<file path="config.mk">
export PLATFORM = sky130hd
export DESIGN_NAME = status_report_scheduler_flat
export DESIGN_NICKNAME = d
export VERILOG_FILES = /design/src/rtl/status_report_scheduler_if.sv /design/src/rtl/status_report_scheduler.sv /design/src/flat_wrapper.sv
export SDC_FILE = /design/constraint.sdc
export NUM_CORES = 1
export LEC_CHECK = 0
export BUFFER_PORTS_ARGS = -buffer_cell sky130_fd_sc_hd__buf_2
export CAP_MARGIN = 15
export CORE_AREA = 2 2 119 121
export CTS_CLUSTER_DIAMETER = 50
export DETAILED_ROUTE_END_ITERATION = 6
export DIE_AREA = 0 0 121 123
export PLACE_DENSITY = 0.5
export SYNTH_ARGS = -nofsm -noshare
export SYNTH_HDL_FRONTEND = slang
export SYNTH_SLANG_ARGS = --single-unit
</file>
<file path="constraint.sdc">
create_clock -name clk -period 2.8 [get_ports clk]
set_clock_uncertainty 0.15 [all_clocks]
set_input_delay 0.14 -clock clk [delete_from_list [all_inputs] [get_ports clk]]
set_output_delay 0.14 -clock clk [all_outputs]
set_load 0.05 [all_outputs]
</file>
<file path="src/rtl/status_report_scheduler_if.sv">
// rtl/status_report_scheduler_if.sv - UART TX byte handshake (tx_data/tx_valid/tx_ready)
interface status_report_scheduler_if;
    logic [7:0] tx_data;
    logic       tx_valid;
    logic       tx_ready;

    modport master (
        output tx_data,
        output tx_valid,
        input  tx_ready
    );

    modport slave (
        input  tx_data,
        input  tx_valid,
        output tx_ready
    );
endinterface

</file>
<file path="src/rtl/status_report_scheduler.sv">
// rtl/status_report_scheduler.sv - arbitrates status/ack frames onto the UART TX byte stream
// Optional trailing status checksum byte: define STATUS_CHECKSUM_EN.
module status_report_scheduler #(
    parameter int unsigned REPORT_PERIOD = 4,
    parameter logic [7:0]  HEADER_BYTE   = 8'hA5,
    parameter logic [7:0]  ACK_BYTE      = 8'h06
) (
    input  logic                             clk,
    input  logic                             reset,
    input  logic                             second,
    input  logic                             report_req,
    input  logic                             ack_req,
    input  logic [7:0]                       ack_code,
    input  logic [4:0]                       hunger,
    input  logic [4:0]                       happiness,
    input  logic [4:0]                       health,
    input  logic [4:0]                       hygiene,
    input  logic [4:0]                       energy,
    input  logic [4:0]                       social,
    input  logic                             is_sleeping,
    status_report_scheduler_if.master        tx,
    output logic                             busy,
    output logic                             frame_done,
    output logic                             dropped_ack
);

`ifdef STATUS_CHECKSUM_EN
    localparam logic [3:0] STATUS_LAST = 4'd8;
`else
    localparam logic [3:0] STATUS_LAST = 4'd7;
`endif
    localparam logic [3:0] ACK_LAST    = 4'd1;
    localparam logic [7:0] PERIOD_LAST = 8'(REPORT_PERIOD - 1);

    typedef enum logic [1:0] {IDLE, SNAP, SEND} state_t;

    state_t          state_q, state_d;
    logic [7:0]      cnt_q, cnt_d;
    logic            rpt_pend_q, rpt_pend_d;
    logic            ack_pend_q, ack_pend_d;
    logic [7:0]      ack_code_q, ack_code_d;
    logic            is_ack_q, is_ack_d;
    logic [7:0]      frame_code_q, frame_code_d;
    logic [5:0][4:0] snap_q, snap_d;
    logic            snap_sleep_q, snap_sleep_d;
    logic [3:0]      idx_q, idx_d;
    logic [7:0]      tx_data_q, tx_data_d;
    logic            tx_valid_q, tx_valid_d;
    logic            frame_done_q, frame_done_d;
    logic            dropped_q, dropped_d;

    logic            grant_ack, grant_rpt, period_hit;
    logic [3:0]      next_idx;
    logic [7:0]      status_next;

    assign grant_ack  = (state_q == IDLE) && ack_pend_q;
    assign grant_rpt  = (state_q == IDLE) && !ack_pend_q && rpt_pend_q;
    assign period_hit = second && (REPORT_PERIOD != 0) && (cnt_q == PERIOD_LAST);
    assign next_idx   = idx_q + 4'd1;

    // Status bytes after the header always come from the snapshot, never live stats.
    always_comb begin
        status_next = 8'h00;
        case (next_idx)
            4'd1:    status_next = {3'b000, snap_q[0]};
            4'd2:    status_next = {3'b000, snap_q[1]};
            4'd3:    status_next = {3'b000, snap_q[2]};
            4'd4:    status_next = {3'b000, snap_q[3]};
            4'd5:    status_next = {3'b000, snap_q[4]};
            4'd6:    status_next = {3'b000, snap_q[5]};
            4'd7:    status_next = {7'b0000000, snap_sleep_q};
`ifdef STATUS_CHECKSUM_EN
            4'd8:    status_next = {3'b000, snap_q[0] ^ snap_q[1] ^ snap_q[2] ^
                                            snap_q[3] ^ snap_q[4] ^ snap_q[5]} ^
                                   {7'b0000000, snap_sleep_q};
`endif
            default: status_next = 8'h00;
        endcase
    end

    always_comb begin
        state_d      = state_q;
        cnt_d        = cnt_q;
        rpt_pend_d   = rpt_pend_q;
        ack_pend_d   = ack_pend_q;
        ack_code_d   = ack_code_q;
        is_ack_d     = is_ack_q;
        frame_code_d = frame_code_q;
        snap_d       = snap_q;
        snap_sleep_d = snap_sleep_q;
        idx_d        = idx_q;
        tx_data_d    = tx_data_q;
        tx_valid_d   = tx_valid_q;
        frame_done_d = 1'b0;
        dropped_d    = 1'b0;

        if (second) begin
            cnt_d = period_hit ? 8'd0 : cnt_q + 8'd1;
        end

        // A new set in the grant cycle wins so it yields one further frame.
        if (grant_rpt) rpt_pend_d = 1'b0;
        if (report_req || period_hit) rpt_pend_d = 1'b1;

        if (grant_ack) ack_pend_d = 1'b0;
        if (ack_req) begin
            if (ack_pend_q && !grant_ack) begin
                dropped_d = 1'b1;
            end else begin
                ack_pend_d = 1'b1;
                ack_code_d = ack_code;
            end
        end

        case (state_q)
            IDLE: begin
                if (grant_ack) begin
                    is_ack_d     = 1'b1;
                    frame_code_d = ack_code_q;
                    state_d      = SNAP;
                end else if (grant_rpt) begin
                    is_ack_d = 1'b0;
                    state_d  = SNAP;
                end
            end
            SNAP: begin
                if (!is_ack_q) begin
                    snap_d       = {social, energy, hygiene, health, happiness, hunger};
                    snap_sleep_d = is_sleeping;
                end
                idx_d      = 4'd0;
                tx_data_d  = is_ack_q ? ACK_BYTE : HEADER_BYTE;
                tx_valid_d = 1'b1;
                state_d    = SEND;
            end
            SEND: begin
                if (tx.tx_ready) begin
                    if (idx_q == (is_ack_q ? ACK_LAST : STATUS_LAST)) begin
                        tx_valid_d   = 1'b0;
                        tx_data_d    = 8'h00;
                        frame_done_d = 1'b1;
                        state_d      = IDLE;
                    end else begin
                        idx_d     = next_idx;
                        tx_data_d = is_ack_q ? frame_code_q : status_next;
                    end
                end
            end
            default: state_d = IDLE;
        endcase
    end

    always_ff @(posedge clk) begin
        if (reset) begin
            state_q      <= IDLE;
            cnt_q        <= 8'd0;
            rpt_pend_q   <= 1'b0;
            ack_pend_q   <= 1'b0;
            ack_code_q   <= 8'h00;
            is_ack_q     <= 1'b0;
            frame_code_q <= 8'h00;
            snap_q       <= '0;
            snap_sleep_q <= 1'b0;
            idx_q        <= 4'd0;
            tx_data_q    <= 8'h00;
            tx_valid_q   <= 1'b0;
            frame_done_q <= 1'b0;
            dropped_q    <= 1'b0;
        end else begin
            state_q      <= state_d;
            cnt_q        <= cnt_d;
            rpt_pend_q   <= rpt_pend_d;
            ack_pend_q   <= ack_pend_d;
            ack_code_q   <= ack_code_d;
            is_ack_q     <= is_ack_d;
            frame_code_q <= frame_code_d;
            snap_q       <= snap_d;
            snap_sleep_q <= snap_sleep_d;
            idx_q        <= idx_d;
            tx_data_q    <= tx_data_d;
            tx_valid_q   <= tx_valid_d;
            frame_done_q <= frame_done_d;
            dropped_q    <= dropped_d;
        end
    end

    assign tx.tx_data   = tx_data_q;
    assign tx.tx_valid  = tx_valid_q;
    assign busy         = (state_q != IDLE);
    assign frame_done   = frame_done_q;
    assign dropped_ack  = dropped_q;

endmodule

</file>
<file path="src/flat_wrapper.sv">
// flat-port wrapper written by rule: the top's interface ports become plain ports
module status_report_scheduler_flat 
#(
    parameter int unsigned REPORT_PERIOD = 4,
    parameter logic [7:0]  HEADER_BYTE   = 8'hA5,
    parameter logic [7:0]  ACK_BYTE      = 8'h06
)
  (clk, reset, second, report_req, ack_req, ack_code, hunger, happiness, health, hygiene, energy, social, is_sleeping, busy, frame_done, dropped_ack, tx_tx_data, tx_tx_valid, tx_tx_ready);
  status_report_scheduler_if tx_i ();
  input  logic clk;
  input  logic reset;
  input  logic second;
  input  logic report_req;
  input  logic ack_req;
  input  logic [7:0] ack_code;
  input  logic [4:0] hunger;
  input  logic [4:0] happiness;
  input  logic [4:0] health;
  input  logic [4:0] hygiene;
  input  logic [4:0] energy;
  input  logic [4:0] social;
  input  logic is_sleeping;
  output logic busy;
  output logic frame_done;
  output logic dropped_ack;
  output wire logic [$bits(tx_i.tx_data)-1:0] tx_tx_data;
  output wire logic [$bits(tx_i.tx_valid)-1:0] tx_tx_valid;
  input wire logic [$bits(tx_i.tx_ready)-1:0] tx_tx_ready;
  assign tx_tx_data = tx_i.tx_data;
  assign tx_tx_valid = tx_i.tx_valid;
  assign tx_i.tx_ready = tx_tx_ready;
  status_report_scheduler #(.REPORT_PERIOD(REPORT_PERIOD), .HEADER_BYTE(HEADER_BYTE), .ACK_BYTE(ACK_BYTE)) u_core (.clk(clk), .reset(reset), .second(second), .report_req(report_req), .ack_req(ack_req), .ack_code(ack_code), .hunger(hunger), .happiness(happiness), .health(health), .hygiene(hygiene), .energy(energy), .social(social), .is_sleeping(is_sleeping), .tx(tx_i), .busy(busy), .frame_done(frame_done), .dropped_ack(dropped_ack));
endmodule
</file>
# ---- Word-level counts from Yosys, hierarchy flattened
# Index checks and enable logic that the tools add are counted.
dict set report totals {
  wordCells 91
  ff_bits 75
  output_inout_bits 12
}
dict set report classes {
  eq_ne 15
  n_reduce_logical 23
  add_sub_neg 2
  n_bitwise 5
  mux 27
}
# op count
set ops {}
lappend ops {{8-bit two-way mux} 5}
lappend ops {{5-bit one-hot mux with 7 select lines} 1}
lappend ops {{4-bit by 3-bit equality test with 1-bit output (second input constant)} 4}
lappend ops {{8-bit one-hot mux with 2 select lines} 1}
lappend ops {{1-bit two-way mux} 10}
lappend ops {{2-bit AND reduction} 5}
lappend ops {{3-bit AND reduction} 3}
lappend ops {{8-bit by 1-bit adder with 8-bit output (second input constant)} 1}
lappend ops {{4-bit by 2-bit equality test with 1-bit output (second input constant)} 2}
lappend ops {{8-bit by 2-bit equality test with 1-bit output (second input constant)} 1}
lappend ops {{2-bit two-way mux} 4}
lappend ops {{4-bit two-way mux} 2}
lappend ops {{4-bit one-hot mux with 2 select lines} 1}
lappend ops {{2-bit nonzero test} 4}
lappend ops {{2-bit one-hot mux with 3 select lines} 1}
lappend ops {{1-bit logical AND} 5}
lappend ops {{1-bit NOT} 5}
lappend ops {{4-bit by 1-bit adder with 4-bit output (second input constant)} 1}
lappend ops {{4-bit by 1-bit equality test with 1-bit output (second input constant)} 1}
lappend ops {{4-bit equality test} 1}
lappend ops {{2-bit != test (second input constant)} 2}
lappend ops {{3-bit two-way mux} 1}
lappend ops {{3-bit by 1-bit != test with 1-bit output (second input constant)} 1}
lappend ops {{3-bit OR reduction} 1}
lappend ops {{other kinds (8)} 9}

# ---- Depth between registers and ports, before layout
# Gate-level depths: netlist of the first run.
dict set report depth {
  word_depth 7
  mapped_depth 7
  ltp_nobuf 7
}

# ---- Least setup slack after synthesis of the first run
# OpenSTA, ideal clock, no wires.
dict set report synth_timing {
  path_type {reg-to-reg}
  startpoint {register u_core.idx_q[1]}
  endpoint {register u_core.tx_data_q[3], in the netlist u_core.tx.tx_data[3]}
  path_stages_with_launch 8
  t_arrival_ns 1.691
  setup_time_ns 0.130
  n_path_buf 1
  required_time_ns 2.520
  slack_ns 0.829
  synth_period_minus_slack_ns 1.971
  cell_sequence {dfxtp_1 > inv_1 > ha_1 > clkbuf_1 > a222oi_1 > o21ai_0 > o211ai_1 > o22ai_1}
}
dict set report synth_between {
  elab_chain_len 7
}
# item line
set synth_lines {}
lappend synth_lines {{start, declared} status_report_scheduler.sv:46} ;# logic [3:0] idx_q, idx_d;
lappend synth_lines {{start signal, assigned} status_report_scheduler.sv:179} ;# idx_q <= idx_d;
lappend synth_lines {{4-bit by 1-bit adder with 4-bit output} status_report_scheduler.sv:59} ;# assign next_idx = idx_q + 4'd1;
lappend synth_lines {{4-bit by 3-bit equality test with 1-bit output, or another cell as far along} status_report_scheduler.sv:64} ;# case (next_idx)
lappend synth_lines {{5-bit one-hot mux with 7 select lines} status_report_scheduler.sv:64}
lappend synth_lines {{8-bit two-way mux} status_report_scheduler.sv:145} ;# tx_data_d = is_ack_q ? frame_code_q : status_next;
lappend synth_lines {{8-bit two-way mux (*)} status_report_scheduler.sv:138} ;# if (idx_q == (is_ack_q ? ACK_LAST : STATUS_LAST)) begin
lappend synth_lines {{8-bit two-way mux (*)} status_report_scheduler.sv:137} ;# if (tx.tx_ready) begin
lappend synth_lines {{8-bit one-hot mux with 2 select lines (*)} status_report_scheduler.sv:115} ;# case (state_q)
lappend synth_lines {{end signal, assigned} status_report_scheduler.sv:180} ;# tx_data_q <= tx_data_d;
lappend synth_lines {{end, declared} status_report_scheduler.sv:47} ;# logic [7:0] tx_data_q, tx_data_d;
# Mark *: on every way between the ends. The rest lies on a longest branch, timed or not. The select of a mux whose other input is x is not followed.
# A chain may end at the register's enable or synchronous reset.

# ---- Worst setup path in the final report of the first run
dict set report layout_timing {
  startpoint {register u_core.idx_q[1]}
  endpoint {register u_core.tx_data_q[0], in the netlist u_core.tx.tx_data[0]}
}
# Same word-level chain as after synthesis.

==> impl_summary.md, run 1 <==
Yosys
The count of warnings emitted by yosys is 0. The post-synthesis net count is 472. In this run, distinct cell masters in the synthesized netlist total 46. The share of synthesized cell area in and, or, nand and nor gates is 23.0%. The synthesized design contains 0 enable-type register cells. The cell area after technology mapping is 0.00333 mm². After Yosys synthesis, XOR and XNOR cells account for 2.10% of the synthesized area. In the synthesized netlist the async set-or-reset flop fraction comes to 0%. The mean cell area of the mapped netlist is 7.92 µm².

The most common flop cell mapped by yosys is dfxtp_1. The gate count after technology mapping is 421. The mux share of post-synthesis cell area is 1.24%. The number of synthesized register bits is 75. The synthesized netlist devotes 21.7% of its cell area to compound gates.

After synthesis, the largest family of logic cells by area is simple AND/OR/NAND/NOR gates. Summing the areas of all fa, ha and maj instances in the mapped netlist gives 2.25% of the synthesized area. The share of synthesized area occupied by flip-flops and latches is 45.0%.

GRT
The number of antenna violations at the first check in global routing is 0. Global routing used 12.8% of the available tracks. The met3 track utilization from global routing is 2.54%. For met1 alone, demand over resource in global routing was 16.7%. Summed over all layers, the global routing overflow is 0. The number of global-route vias before repair came to 3,077. The wire length of the first global-routing pass is 14,800 µm. Entering global routing, the biggest net connects 39 pins.

The global routing usage on met2 is 20.0%. After global routing, the most crowded layer is met2.

Floorplan
For this design the top-level I/O count stands at 57. The total area inside the core boundary comes to 0.0136 mm². The die area is 0.0149 mm². The total number of placement rows is 43. The starting density of the core is 24.5%.

The horizontal die dimension is 121 µm. The die extent in y is 123 µm.

CTS
The number of hold buffers added after CTS was 46. Clock latency on the worst-skew pair, taken at its later pin, is 340 ps. Once the clock tree was built, the resizer swapped 0 gates to a different size. CTS built an H-tree with a depth of 3. TritonCTS built the clock tree. The tree is rooted in a clkbuf_16. The clock passes through at most 2 buffers. The number of sinks handled by clock tree synthesis is 75. The total clock buffers created by CTS is 9.

The buffers inserted during post-CTS setup optimization is 0. The post-CTS clock slew at the launch and capture registers of the worst setup and hold paths is 60 ps.

Cells and area
The share of post-route cells with drive strength above 1 is 16.1%. The layout net count is 562. 0 antenna diodes ended up in the layout.

The area growth from synthesis to layout is 36.1%. Counting the fill cells in the layout gives 1,422. The filler-free cell count of the finished design is 696. Once layout is done, the placed cells without fillers occupy 0.00454 mm².

Route
The final wirelength is 9350 µm. The first-pass detailed-route iteration total is 7. The detailed router finished its first iteration with 219 violations. The number of vias per cell is 4.75. The number of nets still failing antenna checks after routing is 0. The average wire per cell in the routed design is 13.4 µm. For this run, design rule violations remaining after detail routing come to 0. The total number of vias is 3,303.

Critical path
The arrival time of the worst setup path is 2480 ps. In this design, the stage delay of the slowest critical-path cell is 590 ps. The critical path goes through ha_1 > mux2_2 > a32oi_1 > o211ai_1 > a221oi_1 > a211oi_1.

STA classifies the critical path startpoint as a register. On the critical path the largest part of the delay comes from compound AO/OA/AOI/OAI gates. The highest-delay cell along the critical path is ha_1. In this run the worst path has a maximum fanout of 14. Together, buffers and inverters on the worst path number 0. The element type at the critical path end is a register.

The kind of critical path is register to register. At the worst endpoint, the required time is 2860 ps.

STA
The hold violation total from the final report came to 0. The final critical path takes up 86.4% of the cycle. The final number of setup-violating endpoints is 0.

The clock period minus worst slack is 2420 ps. Setup repair after global routing left no endpoint under its margin. The final number of max-transition violations was 0. For the pin with the worst max-slew slack, the measured transition is 775 ps. The total negative setup slack is 0 ps. In this run the tightest slew margin relative to its limit is 48.0%. Timing would allow up to 0.413 GHz.

Place
The routability congestion estimate from global placement is 0.796. The detailed placement HPWL is 6540 µm. The post-placement cell count is 634. The count of buffers from port buffering is 56.

The cell area reported after detailed placement is 0.00375 mm².

Outcome
The run finished with clean final reports.

Hold path
The class of the worst hold path is input pin to register.

Power
The power density relative to cell area is 615 mW/mm². The standby leakage power is 0.00171 µW. The worst-case IR drop observed on VDD is 0.301 mV.

Run
The number of maximum-capacitance violations is 0.
synthesized netlist by cell type, drive strengths merged (5+ instances only):
| cell | count | area [µm²] |
|---|---|---|
| a21oi | 63 | 327 |
| a222oi | 8 | 80.1 |
| buf | 8 | 50.0 |
| clkbuf | 19 | 71.3 |
| dfxtp | 75 | 1500 |
| ha | 6 | 75.1 |
| inv | 9 | 33.8 |
| nand2 | 106 | 398 |
| nand3 | 16 | 80.1 |
| nand4 | 6 | 37.5 |
| nor2 | 26 | 97.6 |
| o211ai | 5 | 42.5 |
| o21ai | 11 | 55.1 |
| o221ai | 7 | 61.3 |
| xor2 | 5 | 43.8 |
cell usage in the layout, fill, tap and decap left out, types with 9 or more instances in the layout:
cell | synthesis | final
a21oi_1 | 62 | 62
inv_1 | 9 | 9
nand2_1 | 106 | 106
buf_2 | 4 | 56
dfxtp_1 | 75 | 75
clkbuf_16 | 0 | 9
nand3_1 | 16 | 16
dlygate4sd3_1 | 0 | 46
nor2_1 | 26 | 25
through the flow:
step                      hold slack, ps  power (µW)  utilization, %  setup slack, ps
after floorplan                      126        1400               -              829
after global placement               233        1500            27.6              503
after detailed placement             242        1510            27.6              457
after CTS                            221        2820            33.3              438
after global routing                 267        2900            33.3              208
final                                227        2790            33.3              380
logic make-up after synthesis:
family | Yosys count
simple gates | 178
compound gates | 114
flops | 75
buf+inv | 36
xor+xnor | 8
fa+ha+maj | 6
mux | 4
where the power goes:
group / switching [µW] / internal [µW]
clock network: 460 / 804
logic: 209 / 144
registers: 51.0 / 1120
state kept, by name, indices dropped and copies added, names as in the netlist:
name and cells:
u_core.tx.tx_valid 1, u_core.idx_q 4, u_core.frame_done 1, u_core.dropped_ack 1
u_core.ack_code_q 8, u_core.ack_pend_q 1, u_core.snap_q 30, u_core.state_q 2
u_core.frame_code_q 8, u_core.cnt_q 8, u_core.is_ack_q 1, u_core.tx.tx_data 8
u_core.snap_sleep_q 1, u_core.rpt_pend_q 1
path summary, 6_finish.rpt:
kind	start	depth (start not counted)	slack, ps	endpoint
setup / recovery	u_core.idx_q[1]	6	380	u_core.tx.tx_data[0]
hold / removal	reset	2	230	u_core.idx_q[1]
hold reg to reg	u_core.ack_code_q[7]	2	310	u_core.frame_code_q[7]
setup reg to reg	u_core.idx_q[1]	6	380	u_core.tx.tx_data[0]
metal layers:
layer	vias up	share of wire, %
met1	1566	45
met2	67	48
met3	12	4.4
met4	0	2.0
met5	-	0
li1	1658	-
area by class of cell:
class / count / area [µm²] / area share (%)
multi-input combinational: 310 / 1680 / 37.0
sequential: 75 / 1500 / 33.1
timing repair buffer: 106 / 771 / 17.0
clock buffer: 10 / 239 / 5.26
tap: 180 / 225 / 4.96
clock inverter: 6 / 88.8 / 1.96
inverter: 9 / 33.8 / 0.744
(Power assumes the default switching activity.)
==> inputs of run 2 (changes only) <==
--- a/config.mk
+++ b/config.mk
@@ -7,11 +7,14 @@
 export LEC_CHECK = 0
 export BUFFER_PORTS_ARGS = -buffer_cell sky130_fd_sc_hd__buf_2
 export CAP_MARGIN = 15
+export CELL_PAD_IN_SITES_DETAIL_PLACEMENT = 2
+export CELL_PAD_IN_SITES_GLOBAL_PLACEMENT = 2
 export CORE_AREA = 2 2 119 121
+export CTS_BUF_LIST = sky130_fd_sc_hd__clkbuf_8
 export CTS_CLUSTER_DIAMETER = 50
 export DETAILED_ROUTE_END_ITERATION = 6
 export DIE_AREA = 0 0 121 123
-export PLACE_DENSITY = 0.5
+export PLACE_DENSITY_LB_ADDON = 0.12
 export SYNTH_ARGS = -nofsm -noshare
 export SYNTH_HDL_FRONTEND = slang
 export SYNTH_SLANG_ARGS = --single-unit
==> run 2 against run 1 <==
Effect of this change:
- sequential share of layout area grew 0.51 points
- routed wire length increased by 21%
- final cell count is 1.0% higher
- power decreased by 14%
- highest routed layer unchanged
==> impl_summary.md, run 2 (synthesized netlist as in run 1, its figures left out) <==
Cells and area
The number of diodes added for antenna fixing came to 0 (unchanged). The share of post-route cells with drive strength above 1 came to 16.1% (about the same). The area growth from synthesis to layout is 34.1% (was 36.1%). The number of flip-flops under the largest register name is 30 (unchanged).

The count of fill cells added during filler insertion is 1,598 (was 1,422). The most common cell after layout, fill and taps aside is nand2_1 (unchanged). The sequential standard cell area is 0.00150 mm² (unchanged).

Commonest cells after routing, fill and taps aside: 106 x nand2_1, 75 x dfxtp_1, 62 x a21oi_1 (unchanged). The register containing the most flip-flops in the final layout is u_core.snap_q (unchanged). The multi-input combinational cell area is 0.00168 mm² (unchanged). The layout net count is 569 (was 562).

Floorplan
The total number of placement rows came to 43 (unchanged). The starting density of the core is 24.5% (unchanged). The area of the core region is 0.0136 mm² (unchanged). The horizontal die dimension is 121 µm (unchanged). The die area was 0.0149 mm² (unchanged). The top-level port count is 57 (unchanged). The die extent in y came to 123 µm (unchanged).

Place
The routability congestion estimate from global placement was 0.721 (was 0.796). The detailed placement HPWL is 7870 µm (was 6540 µm). The count of buffers from port buffering is 56 (unchanged).

GRT
The number of global-route vias before repair came to 3,513 (was 3,077). The wire length of the first global-routing pass is 18,500 µm (was 14,800 µm). The most used routing layer is met2 (unchanged). The met3 track utilization from global routing is 3.18% (was 2.54%). The number of antenna violations at the first check in global routing came to 0 (unchanged).

The pin count of the biggest net entering global routing is 37 (was 39). The met1 capacity usage during global routing is 19.9% (was 16.7%). The remaining global-route overflow is 0 (unchanged). The global-route usage over all layers is 16.1% (was 12.8%). The global routing usage on met2 was 27.9% (was 20.0%).

Power
The power density relative to cell area came to 537 mW/mm² (was 615 mW/mm²). The cell-internal power is 1700 µW (was 2070 µW). The share of total power in the clock network was 35.5% (was 45.3%). The power share of the combinational group is 15.7% (was 12.6%). The sequential fraction of design power is 48.8% (was 42.1%). The highest ir drop seen on vdd is 0.221 mV (was 0.301 mV). The standby leakage power is 0.00168 µW (was 0.00171 µW).

The net switching power is 698 µW (was 720 µW). The overall power consumption is 2400 µW (was 2790 µW). The switching power share of the total is 29.1% (was 25.8%).

Critical path
The critical path data required time is 2880 ps (was 2860 ps). The element type at the critical path end is a register (unchanged). The arrival time of the worst setup path is 2580 ps (was 2480 ps). The startpoint kind of the worst setup timing path is a register (unchanged). The kind of critical path is register to register (unchanged). The biggest fanout along the worst timing path is 14 (unchanged).

CTS
The level count of the clock H-tree is 3 (unchanged). The largest buffer count on any clock path came to 2 (unchanged). The number of sinks handled by clock tree synthesis is 75 (unchanged).

The root cell of the clock tree is clkbuf_8 (was clkbuf_16). The count of cells resized by post-cts repair was 0 (unchanged). The later-pin clock latency in the skew report was 370 ps (was 340 ps). The total clock buffers created by CTS was 9 (unchanged). The post-CTS clock slew at the launch and capture registers of the worst setup and hold paths came to 80 ps (was 60 ps).

The clock tree from TritonCTS is done (unchanged).

Route
The average wire per cell in the routed design is 16.1 µm (was 13.4 µm). The detailed router's first-iteration violation count was 166 (was 219). The first-pass detailed-route iteration total is 4 (was 7). The final wirelength is 11,300 µm (was 9350 µm). The number of remaining DRC errors is 0 (unchanged). The number of vias per cell was 4.80 (was 4.75). The number of nets still failing antenna checks after routing was 0 (unchanged). The total number of vias is 3,371 (was 3,303).

Run
The number of maximum-capacitance violations came to 0 (unchanged).

Outcome
Status: finished, final reports clean (unchanged).

STA
The fraction of the cycle the final worst path needs is 89.3% (was 86.4%). The hold violation total from the final report is 0 (unchanged). The final number of max-transition violations is 0 (unchanged). The total negative setup slack is 0 ps (unchanged).

The worst hold-check slack came to 165 ps (was 227 ps). The transition time at the pin with the least slew margin is 835 ps (was 775 ps). RSZ-0062 raised after global routing: false (unchanged). The relative slew slack came to 43.9% (was 48.0%).

The final number of setup-violating endpoints is 0 (unchanged). The clock period minus worst slack is 2500 ps (was 2420 ps). The highest clock frequency the design can meet came to 0.400 GHz (was 0.413 GHz).

Hold path
The class of the worst hold path was input pin to register (unchanged).
-- run 2: cell types whose count changed in the layout (fill, tap and decap cells not counted) --
cell / change
clkinvlp_4: -1
dlygate4sd3_1: +5
clkbuf_8: +9
buf_4: +2
clkinv_2: +2
bufinv_16: -1
clkbuf_16: -9
clkinv_4: -1
inv_1: +1
-- run 2: worst paths after layout --
kind              slack (ps)  cells past startpoint                   end                  from
setup / recovery         300                      6  u_core.tx.tx_data[0]       u_core.idx_q[0]
setup reg to reg         300                      6  u_core.tx.tx_data[0]       u_core.idx_q[0]
hold / removal           160                      2     u_core.snap_q[12]                 reset
hold reg to reg          310                      2  u_core.ack_code_q[4]  u_core.ack_code_q[4]
-- run 2: power by group through the flow --
| stage | clock [µW] | combinational [µW] | sequential [µW] |
|---|---|---|---|
| after global routing | 936 | 423 | 1180 |
| after CTS | 885 | 383 | 1170 |
| after global placement | 0 | 319 | 1200 |
| final | 853 | 376 | 1170 |
| after floorplan | 0 | 186 | 1210 |
| after detailed placement | 0 | 327 | 1200 |
-- run 2: area by class of cell --
| type | count | area share [%] |
|---|---|---|
| clock buffer | 10 | 3.08 |
| timing repair buffer | 113 | 18.7 |
| sequential | 75 | 33.6 |
| tap | 180 | 5.04 |
| multi-input combinational | 310 | 37.6 |
| inverter | 9 | 0.756 |
| clock inverter | 6 | 1.26 |
-- run 2: per-stage QoR --
step / instance area, µm² / util [%] / std cells / setup slack, ps
after global placement: 3770 / 27.7 / 636 / 457
final: 4470 / 32.8 / 703 / 301
after detailed placement: 3770 / 27.7 / 636 / 302
after CTS: 4470 / 32.8 / 703 / 297
after floorplan: 3330 / - / 421 / 829
after global routing: 4470 / 32.8 / 703 / 133
-- run 2: metal layers --
| layer | vias to the layer above | wire length, µm | share of wire [%] |
|---|---|---|---|
| li1 | 1672 | - | - |
| met1 | 1652 | 5120 | 45 |
| met2 | 38 | 5730 | 51 |
| met3 | 9 | 292 | 2.6 |
| met4 | 0 | 149 | 1.3 |
| met5 | - | 0 | 0 |
-- run 2: what timing repair did --
action / 4_1_cts / 5_1_grt
setup buffers: 0 / 0
hold buffers: 51 / 0
hold endpoints to repair: 46 / 0
-- run 2: critical path, stage by stage (launching register included) --
cell	delay, ps
dfxtp_1	550
ha_1	590
mux2_2	400
a32oi_1	200
o211ai_1	110
a221oi_1	250
a211oi_1	110
